--- config.mk ---
export PLATFORM = sky130hd
export DESIGN_NAME = if_id_queue
export DESIGN_NICKNAME = d
export VERILOG_FILES = /design/src/rtl/cpu_pkg.sv /design/src/rtl/if_id_queue_mem.sv /design/src/rtl/if_id_queue.sv
export SDC_FILE = /design/constraint.sdc
export NUM_CORES = 1
export LEC_CHECK = 0
export ABC_AREA = 1
export BUFFER_PORTS_ARGS = -buffer_cell sky130_fd_sc_hd__buf_2
export CORE_MARGIN = 2
export CORE_UTILIZATION = 40
export DETAILED_ROUTE_END_ITERATION = 16
export PLACE_DENSITY = 0.67
export SLEW_MARGIN = 20
export SYNTH_ARGS = -nofsm -noshare
export SYNTH_HDL_FRONTEND = slang
export SYNTH_HIERARCHICAL = 1
export SYNTH_SLANG_ARGS = --single-unit
--- constraint.sdc ---
create_clock -name clk_in -period 6.1 [get_ports clk_in]
set_input_delay 0.915 -clock clk_in [delete_from_list [all_inputs] [get_ports clk_in]]
set_output_delay 0.915 -clock clk_in [all_outputs]
set_load 0.02 [all_outputs]
--- src/rtl/cpu_pkg.sv ---
// Shared CPU front-end definitions: default field widths, the decode bubble,
// and the fetch packet passed from IF to ID.
package cpu_pkg;

  localparam int DEF_PC_W   = 32;
  localparam int DEF_INST_W = 32;

  // Values decode sees when nothing is queued (pc=0, instr=0).
  localparam int unsigned BUBBLE_PC    = 0;
  localparam int unsigned BUBBLE_INSTR = 0;

  typedef struct packed {
    logic [DEF_PC_W-1:0]   pc;
    logic [DEF_INST_W-1:0] instr;
  } fetch_pkt_t;

endpackage

--- src/rtl/if_id_queue_mem.sv ---
// Entry storage for the IF/ID queue: DEPTH x W registers with one synchronous
// write port and one asynchronous read port. Contents are not reset.
module if_id_queue_mem #(
  parameter int DEPTH  = 4,
  parameter int ADDR_W = 2,
  parameter int W      = 64
) (
  input  logic              clk_in,
  input  logic              we,
  input  logic [ADDR_W-1:0] waddr,
  input  logic [W-1:0]      wdata,
  input  logic [ADDR_W-1:0] raddr,
  output logic [W-1:0]      rdata
);

  logic [W-1:0] mem [DEPTH];

  always_ff @(posedge clk_in) begin
    if (we) begin
      mem[waddr] <= wdata;
    end
  end

  assign rdata = mem[raddr];

endmodule

--- src/rtl/if_id_queue.sv ---
// Instruction queue between IF and ID: ring buffer of (pc, instr) pairs with
// flush on branch redirect, a global rdy_in freeze, and a zero bubble when empty.
module if_id_queue
  import cpu_pkg::*;
#(
  parameter int DEPTH  = 4,
  parameter int ADDR_W = 2,
  parameter int PC_W   = cpu_pkg::DEF_PC_W,
  parameter int INST_W = cpu_pkg::DEF_INST_W
) (
  input  logic              clk_in,
  input  logic              rst_in,
  input  logic              rdy_in,
  input  logic              flush_in,
  input  logic              in_valid,
  output logic              in_ready,
  input  logic [PC_W-1:0]   in_pc,
  input  logic [INST_W-1:0] in_instr,
  output logic              out_valid,
  input  logic              out_ready,
  output logic [PC_W-1:0]   out_pc,
  output logic [INST_W-1:0] out_instr,
  output logic [ADDR_W:0]   count_out
);

  localparam int W = PC_W + INST_W;
  localparam logic [ADDR_W:0]   CNT_FULL = (ADDR_W+1)'(DEPTH);
  localparam logic [ADDR_W:0]   CNT_ONE  = (ADDR_W+1)'(1);
  localparam logic [ADDR_W-1:0] PTR_ONE  = ADDR_W'(1);

  logic [ADDR_W-1:0] wr_ptr;
  logic [ADDR_W-1:0] rd_ptr;
  logic [ADDR_W:0]   count;
  logic              push;
  logic              pop;
  logic              mem_we;
  logic [W-1:0]      head;

  // Handshake: a transfer happens on a side exactly when valid & ready are both
  // high at the rising edge. Both readies/valids are gated by rdy_in, and
  // in_ready never depends on out_ready (no pop-through when full).
  assign in_ready  = rdy_in & (count != CNT_FULL);
  assign out_valid = rdy_in & (count != '0);
  assign push      = in_valid & in_ready;
  assign pop       = out_valid & out_ready;
  assign count_out = count;

  // A flush (or reset) discards a same-cycle push, so the write is suppressed too.
  assign mem_we = push & ~flush_in & ~rst_in;

  if_id_queue_mem #(
    .DEPTH  (DEPTH),
    .ADDR_W (ADDR_W),
    .W      (W)
  ) u_mem (
    .clk_in (clk_in),
    .we     (mem_we),
    .waddr  (wr_ptr),
    .wdata  ({in_pc, in_instr}),
    .raddr  (rd_ptr),
    .rdata  (head)
  );

  assign out_pc    = out_valid ? head[W-1:INST_W]   : PC_W'(BUBBLE_PC);
  assign out_instr = out_valid ? head[INST_W-1:0]   : INST_W'(BUBBLE_INSTR);

  always_ff @(posedge clk_in) begin
    if (rst_in) begin
      wr_ptr <= '0;
      rd_ptr <= '0;
      count  <= '0;
    end else if (rdy_in) begin
      if (flush_in) begin
        wr_ptr <= '0;
        rd_ptr <= '0;
        count  <= '0;
      end else begin
        if (push) wr_ptr <= wr_ptr + PTR_ONE;
        if (pop)  rd_ptr <= rd_ptr + PTR_ONE;
        case ({push, pop})
          2'b10:   count <= count + CNT_ONE;
          2'b01:   count <= count - CNT_ONE;
          default: count <= count;
        endcase
      end
    end
  end

endmodule

==> metrics.csv, run 1 <==
stage;metric;value;unit
global_route;first-pass GRT wire length;39100;um
sta;post-route clock period utilization;64.1;%
sta;slew margin rel.;30.2;%
floorplan;Starting Density;40.7;%
sta;post-route minimum period;3.91;ns
power;P_int;3.22;mW
flow_run;number of max-cap violations;0;
status;status;finished clean;
yosys;count of different cell masters after synthesis;25;
yosys;mean post-synth cell area;9.72;um2
clock_tree;clk_lat worst skew;0.53;ns
yosys;Seq cells post-synth;263;
detailed_routing;drt pass-1 iters;6;
global_route;largest net degree at the start of global routing;101;
clock_tree;Clock Path Buffers;3;
clock_tree;clk root buf;clkbuf_16;
sta;RSZ-0062 raised after global routing;false;
worst_hold_path;Worst Hold Depth;2;
power;leakage;6.68;nW
placement;Final Wtd Congestion;0.733;
detailed_routing;# DRC;0;
detailed_routing;DR WL/cell;14.2;um
layout;most frequent cells in the layout;nand2_1, inv_1, edfxtp_1;
setup_path;Setup crit end kind;output port;
detailed_routing;DR top layer;met5;
clock_tree;htree depth;1;
clock_tree;postcts setup bufs;0;
layout;fill count;2624;
clock_tree;CTS tree;yes;
setup_path;Critical Path RT;5.18;ns
setup_path;Worst R2R Path Depth;7;
yosys;synthesized net count;1277;
global_route;vias in the first global route;7748;
power;sequential share of power;49.2;%
floorplan;# IOs;139;
sta;skew final;0.00533;ns
sta;pins over their slew limit;0;
setup_path;Critical-path top delay cell;dfxtp_4;
placement;DP Cell Count;1685;
power;Net Switching;859;uW
layout;fin cells;1741;
placement;hpwl dp;13800;um
yosys;Post-Syn Area;11700;um2
detailed_routing;met2 routed WL;12100;um
detailed_routing;DRT antenna net count;0;
detailed_routing;Met1 Wirelength;10600;um
setup_path;FF-to-FF setup slack;3.74;ns
layout;post-layout util;47.7;%
clock_tree;TritonCTS Buffers;28;
floorplan;die area;30700;um2
yosys;Seq/Total Area, Yosys;66.8;%
floorplan;Die W;175;um
power;maximum VDD drop;184;uV
setup_path;Arrival @ worst endpoint;2.99;ns
setup_path;crit path cell chain;inv_2 -> buf_4 -> nand3_1 -> nand2_1 -> inv_1 -> nor2_1 -> buf_2;
power;Sw Ratio;21.0;%
yosys;YS warnings;6;
setup_path;worst-path fanout max;67;
layout;leading cell type in the layout, fill and taps excluded;nand2_1;
clock_tree;clk sinks;263;
yosys;cells after synthesis;1206;
sta;Worst-Margin Slew;1.05;ns
global_route;grt ovf;0;
worst_hold_path;Hold WC Path Type;reg2reg;
setup_path;type of the worst setup path;reg2out;
clock_tree;clock-pin slew on the worst setup and hold paths;0.06;ns
setup_path;critical path launch point;rd_ptr[1];
clock_tree;hold_buf cts;0;
detailed_routing;final WL;24700;um
floorplan;Core Area;28800;um2
sta;Fmax achieved;0.256;GHz
clock_tree;post-cts repair resize count;0;
worst_hold_path;Hold Crit Start;count_out[1];
setup_path;max incr delay on CP;0.95;ns
layout;# nets final;1402;
power;Gate power share;5.5;%
global_route;Total GRT Usage;16.1;%
setup_path;worst r2r src;count_out[0];
power;total power divided by cell area;297;nW/um2
detailed_routing;vias per cell;4.52;
layout;share of cells above drive strength 1;15.6;%
detailed_routing;DRT iter0 DRCs;563;
placement;IO Port Bufs;138;
detailed_routing;Via Count;7862;
floorplan;Vert. Die Dim;175;um
detailed_routing;met3 wire length;1520;um
setup_path;Setup crit start kind;flop;
power;clock share of power;45.4;%
sta;final hold vios;0;
sta;final setup vio count;0;
layout;Area Growth Syn to Fin;17.2;%
global_route;initial antenna violation count;6;
floorplan;num rows;62;
==> sequential cells by signal, summed over array words and instances (netlist names) <==
| name | flops |
|---|---|
| wr_ptr | 2 |
| u_mem/mem | 256 |
| rd_ptr | 2 |
| count_out | 3 |
==> metrics by stage <==
step | TNS (ns) | hold slack (ns) | power [mW] | instance area, um2 | setup slack (ns)
after floorplan | -46.41 | 0.469 | 2.19 | 11700 | -0.181
after global placement | 0 | 0.506 | 2.27 | 12700 | 2.71
after detailed placement | 0 | 0.512 | 2.27 | 12700 | 2.70
after CTS | 0 | 0.520 | 4.12 | 13700 | 2.14
after global routing | 0 | 0.529 | 4.21 | 13700 | 2.01
final | 0 | 0.521 | 4.08 | 13700 | 2.19
==> per-layer routing <==
layer  vias to the layer above  track usage (%)
met3                        44             3.22
met2                       189             28.8
met5                         -                0
met1                      3688             20.0
li1                       3935                -
met4                         6             4.03
==> power by group through the flow <==
stage,registers (mW),logic [mW],clock network [mW]
floorplan,2.04,0.151,0
global placement,2.05,0.221,0
detailed placement,2.05,0.225,0
CTS,2.01,0.227,1.89
global route,2.01,0.255,1.95
finish,2.01,0.223,1.85
==> final timing paths <==
check,end
setup / recovery,out_instr[26]
hold / removal,count_out[1]
setup reg to reg,u_mem/mem[1][33]
hold reg to reg,count_out[1]
==> kinds of logic after synthesis <==
kind of cell             Yosys count  synth area share, %
AND/OR/NAND/NOR                  547                 19.3
buffers and inverters            384                 13.1
flip-flops                       263                 66.8
AO/OA/AOI/OAI                      9                0.502
XOR/XNOR                           2                0.149
adder cells (fa/ha/maj)            1                0.171
==> synthesized netlist by cell type <==
| library cell | number | area (um2) |
|---|---|---|
| a21oi_2 | 1 | 8.76 |
| clkbuf_1 | 5 | 18.8 |
| nand2_1 | 333 | 1250 |
| nand3_2 | 3 | 30.0 |
| buf_2 | 28 | 140 |
| fa_1 | 1 | 20.0 |
| edfxtp_1 | 256 | 7690 |
| xnor2_1 | 1 | 8.76 |
| dfxtp_1 | 7 | 140 |
| inv_2 | 3 | 11.3 |
| o21ai_0 | 1 | 5.00 |
| nor2_1 | 69 | 259 |
| o211a_1 | 2 | 20.0 |
| nand2_4 | 1 | 11.3 |
| buf_4 | 14 | 105 |
| nor3_1 | 5 | 25.0 |
| buf_6 | 1 | 11.3 |
| o21ai_1 | 1 | 5.00 |
| nand4_1 | 1 | 6.26 |
| inv_1 | 331 | 1240 |
| a21oi_1 | 4 | 20.0 |
| xor2_1 | 1 | 8.76 |
| nand2_2 | 3 | 18.8 |
| nand3_1 | 132 | 661 |
| buf_1 | 2 | 7.51 |
==> worst max-delay path: cells and delay by family (launching register included) <==
family,cells,cell delay (ns)
buffers and inverters,4,1.21
and+or+nand+nor,3,0.25
DFF,1,0.95
==> area by class of cell <==
cell class / count / area [um2] / area share (%)
Antenna cell: 4 / 10.0 / 0.0729
Clock buffer: 29 / 726 / 5.28
Clock inverter: 23 / 300 / 2.19
Inverter: 334 / 1260 / 9.14
Multi-Input combinational cell: 559 / 2380 / 17.4
Sequential cell: 263 / 7840 / 57.0
Tap cell: 384 / 480 / 3.50
Timing Repair Buffer: 145 / 747 / 5.44
Note: power is estimated with default switching activity, not from simulation.
==> inputs of run 2 (changes only) <==
--- a/config.mk
+++ b/config.mk
@@ -10,7 +10,7 @@
 export CORE_MARGIN = 2
 export CORE_UTILIZATION = 40
 export DETAILED_ROUTE_END_ITERATION = 16
-export PLACE_DENSITY = 0.67
+export PLACE_DENSITY = 0.64
 export SLEW_MARGIN = 20
 export SYNTH_ARGS = -nofsm -noshare
 export SYNTH_HDL_FRONTEND = slang
==> constraint.sdc (replaced) <==
create_clock -name clk_in -period 4 [get_ports clk_in]
set_input_delay 0.6 -clock clk_in [delete_from_list [all_inputs] [get_ports clk_in]]
set_output_delay 0.6 -clock clk_in [all_outputs]
set_load 0.02 [all_outputs]
==> metrics.csv, run 2 (synthesized netlist as in run 1, its figures left out) <==
stage;metric;value;unit
layout;fin cells;1739;
global_route;GR Layer Usage met3;2.63;%
layout;leading cell type in the layout, fill and taps excluded;nand2_1;
clock_tree;post-cts repair resize count;0;
layout;post-layout util;47.4;%
setup_path;Worst R2R Path Depth;7;
global_route;first-pass GRT wire length;37700;um
detailed_routing;DR WL/cell;13.7;um
clock_tree;clk sinks;263;
power;total power divided by cell area;421;nW/um2
clock_tree;clk_lat worst skew;0.53;ns
global_route;vias in the first global route;7323;
setup_path;Setup crit end kind;output port;
clock_tree;clk root buf;clkbuf_16;
power;maximum VDD drop;352;uV
sta;pins over their slew limit;0;
floorplan;die area;30700;um2
layout;Area Growth Syn to Fin;16.3;%
global_route;busiest layer in global routing;met2;
sta;slew margin rel.;42.3;%
detailed_routing;vias per cell;4.40;
clock_tree;hold_buf cts;0;
status;status;finished clean;
setup_path;crit path cell chain;inv_4 -> buf_4 -> nand2_1 -> nand3_1 -> nand2_1 -> inv_1 -> nor2_1 -> buf_2;
global_route;grt ovf;0;
clock_tree;CTS tree;yes;
worst_hold_path;Worst Hold Depth;1;
setup_path;Most common cell on crit path;nand2_1;
setup_path;Setup crit start kind;flop;
placement;DP Cell Count;1691;
layout;fill count;2646;
floorplan;Core Area;28800;um2
clock_tree;Clock Path Buffers;3;
clock_tree;TritonCTS Buffers;28;
clock_tree;clock-pin slew on the worst setup and hold paths;0.06;ns
layout;most frequent cells in the layout;nand2_1, inv_1, edfxtp_1;
flow_run;number of max-cap violations;0;
layout;share of cells above drive strength 1;15.2;%
sta;final hold vios;0;
clock_tree;postcts setup bufs;0;
setup_path;Critical-path top delay cell;inv_4;
sta;skew final;0.00934;ns
floorplan;# IOs;139;
layout;# nets final;1408;
sta;Fmax achieved;0.336;GHz
setup_path;worst-path fanout max;62;
sta;RSZ-0062 raised after global routing;false;
layout;FF+latch area;7840;um2
sta;Setup TNS;0;ns
detailed_routing;final WL;23900;um
detailed_routing;DRT iter0 DRCs;588;
setup_path;max incr delay on CP;0.50;ns
global_route;met2 usage;28.6;%
power;Power, Total;5.74;mW
worst_hold_path;Hold Crit Start;in_instr[23];
sta;Worst-Margin Slew;0.865;ns
global_route;initial antenna violation count;2;
floorplan;Vert. Die Dim;175;um
global_route;GR Util met1;19.1;%
global_route;largest net degree at the start of global routing;73;
setup_path;Critical Path RT;3.40;ns
floorplan;num rows;62;
detailed_routing;drt pass-1 iters;5;
layout;Most flops, register;u_mem/mem;
setup_path;Arrival @ worst endpoint;2.37;ns
setup_path;type of the worst setup path;reg2out;
detailed_routing;# DRC;0;
detailed_routing;DRT antenna net count;0;
setup_path;worst r2r src;count_out[0];
floorplan;Die W;175;um
power;leakage;6.62;nW
placement;IO Port Bufs;138;
layout;area of the multi-input gates;2380;um2
placement;hpwl dp;13500;um
sta;final setup vio count;0;
floorplan;Starting Density;40.7;%
sta;post-route minimum period;2.97;ns
sta;post-route clock period utilization;74.4;%
global_route;Total GRT Usage;15.6;%
layout;max FFs per register;256;
setup_path;critical path launch point;rd_ptr[0];
detailed_routing;Via Count;7648;
clock_tree;htree depth;1;
worst_hold_path;Hold WC Path Type;in2reg;
placement;Final Wtd Congestion;0.766;
run 2: final cells by class:
class,count,share of cell area [%]
clock inverters,12,0.587
multi-input cells,559,17.5
repair buffers,151,6.24
well taps,384,3.52
clock buffers,35,5.49
diodes,1,0.0184
inverters,334,9.21
flip-flops and latches,263,57.5
run 2: worst max-delay path, delay by kind of cell (launching register included):
family | cells | cell delay (ns)
buffers and inverters | 4 | 1.17
flip-flops | 1 | 0.35
AND/OR/NAND/NOR | 4 | 0.30
run 2: path summary, 6_finish.rpt:
check | to | slack [ns]
max | out_pc[31] | 1.03
min | u_mem/mem[0][23] | 0.28
max reg2reg | u_mem/mem[1][42] | 1.96
min reg2reg | count_out[1] | 0.52
run 2: per-layer routing:
metal  wire length (um)  vias up  share of wire (%)
li1                   -     3936                  -
met2              12200      173                 51
met4                454        0                1.9
met3               1270       35                5.3
met1               9930     3504                 42
met5                  0        -                  0
run 2: power by group:
part	leakage [nW]	internal [mW]	switching (mW)
registers	2.36	3.04	0.00765
clock network	0.412	1.37	0.966
logic	3.84	0.108	0.246
run 2: metrics by stage:
stage	setup slack (ns)	hold WS [ns]	cell area [um2]
finish	1.03	0.279	13600
floorplan	-1.97	0.469	11700
global placement	1.58	0.509	12800
CTS	0.985	0.258	13600
detailed placement	1.56	0.518	12800
global route	0.816	0.261	13600
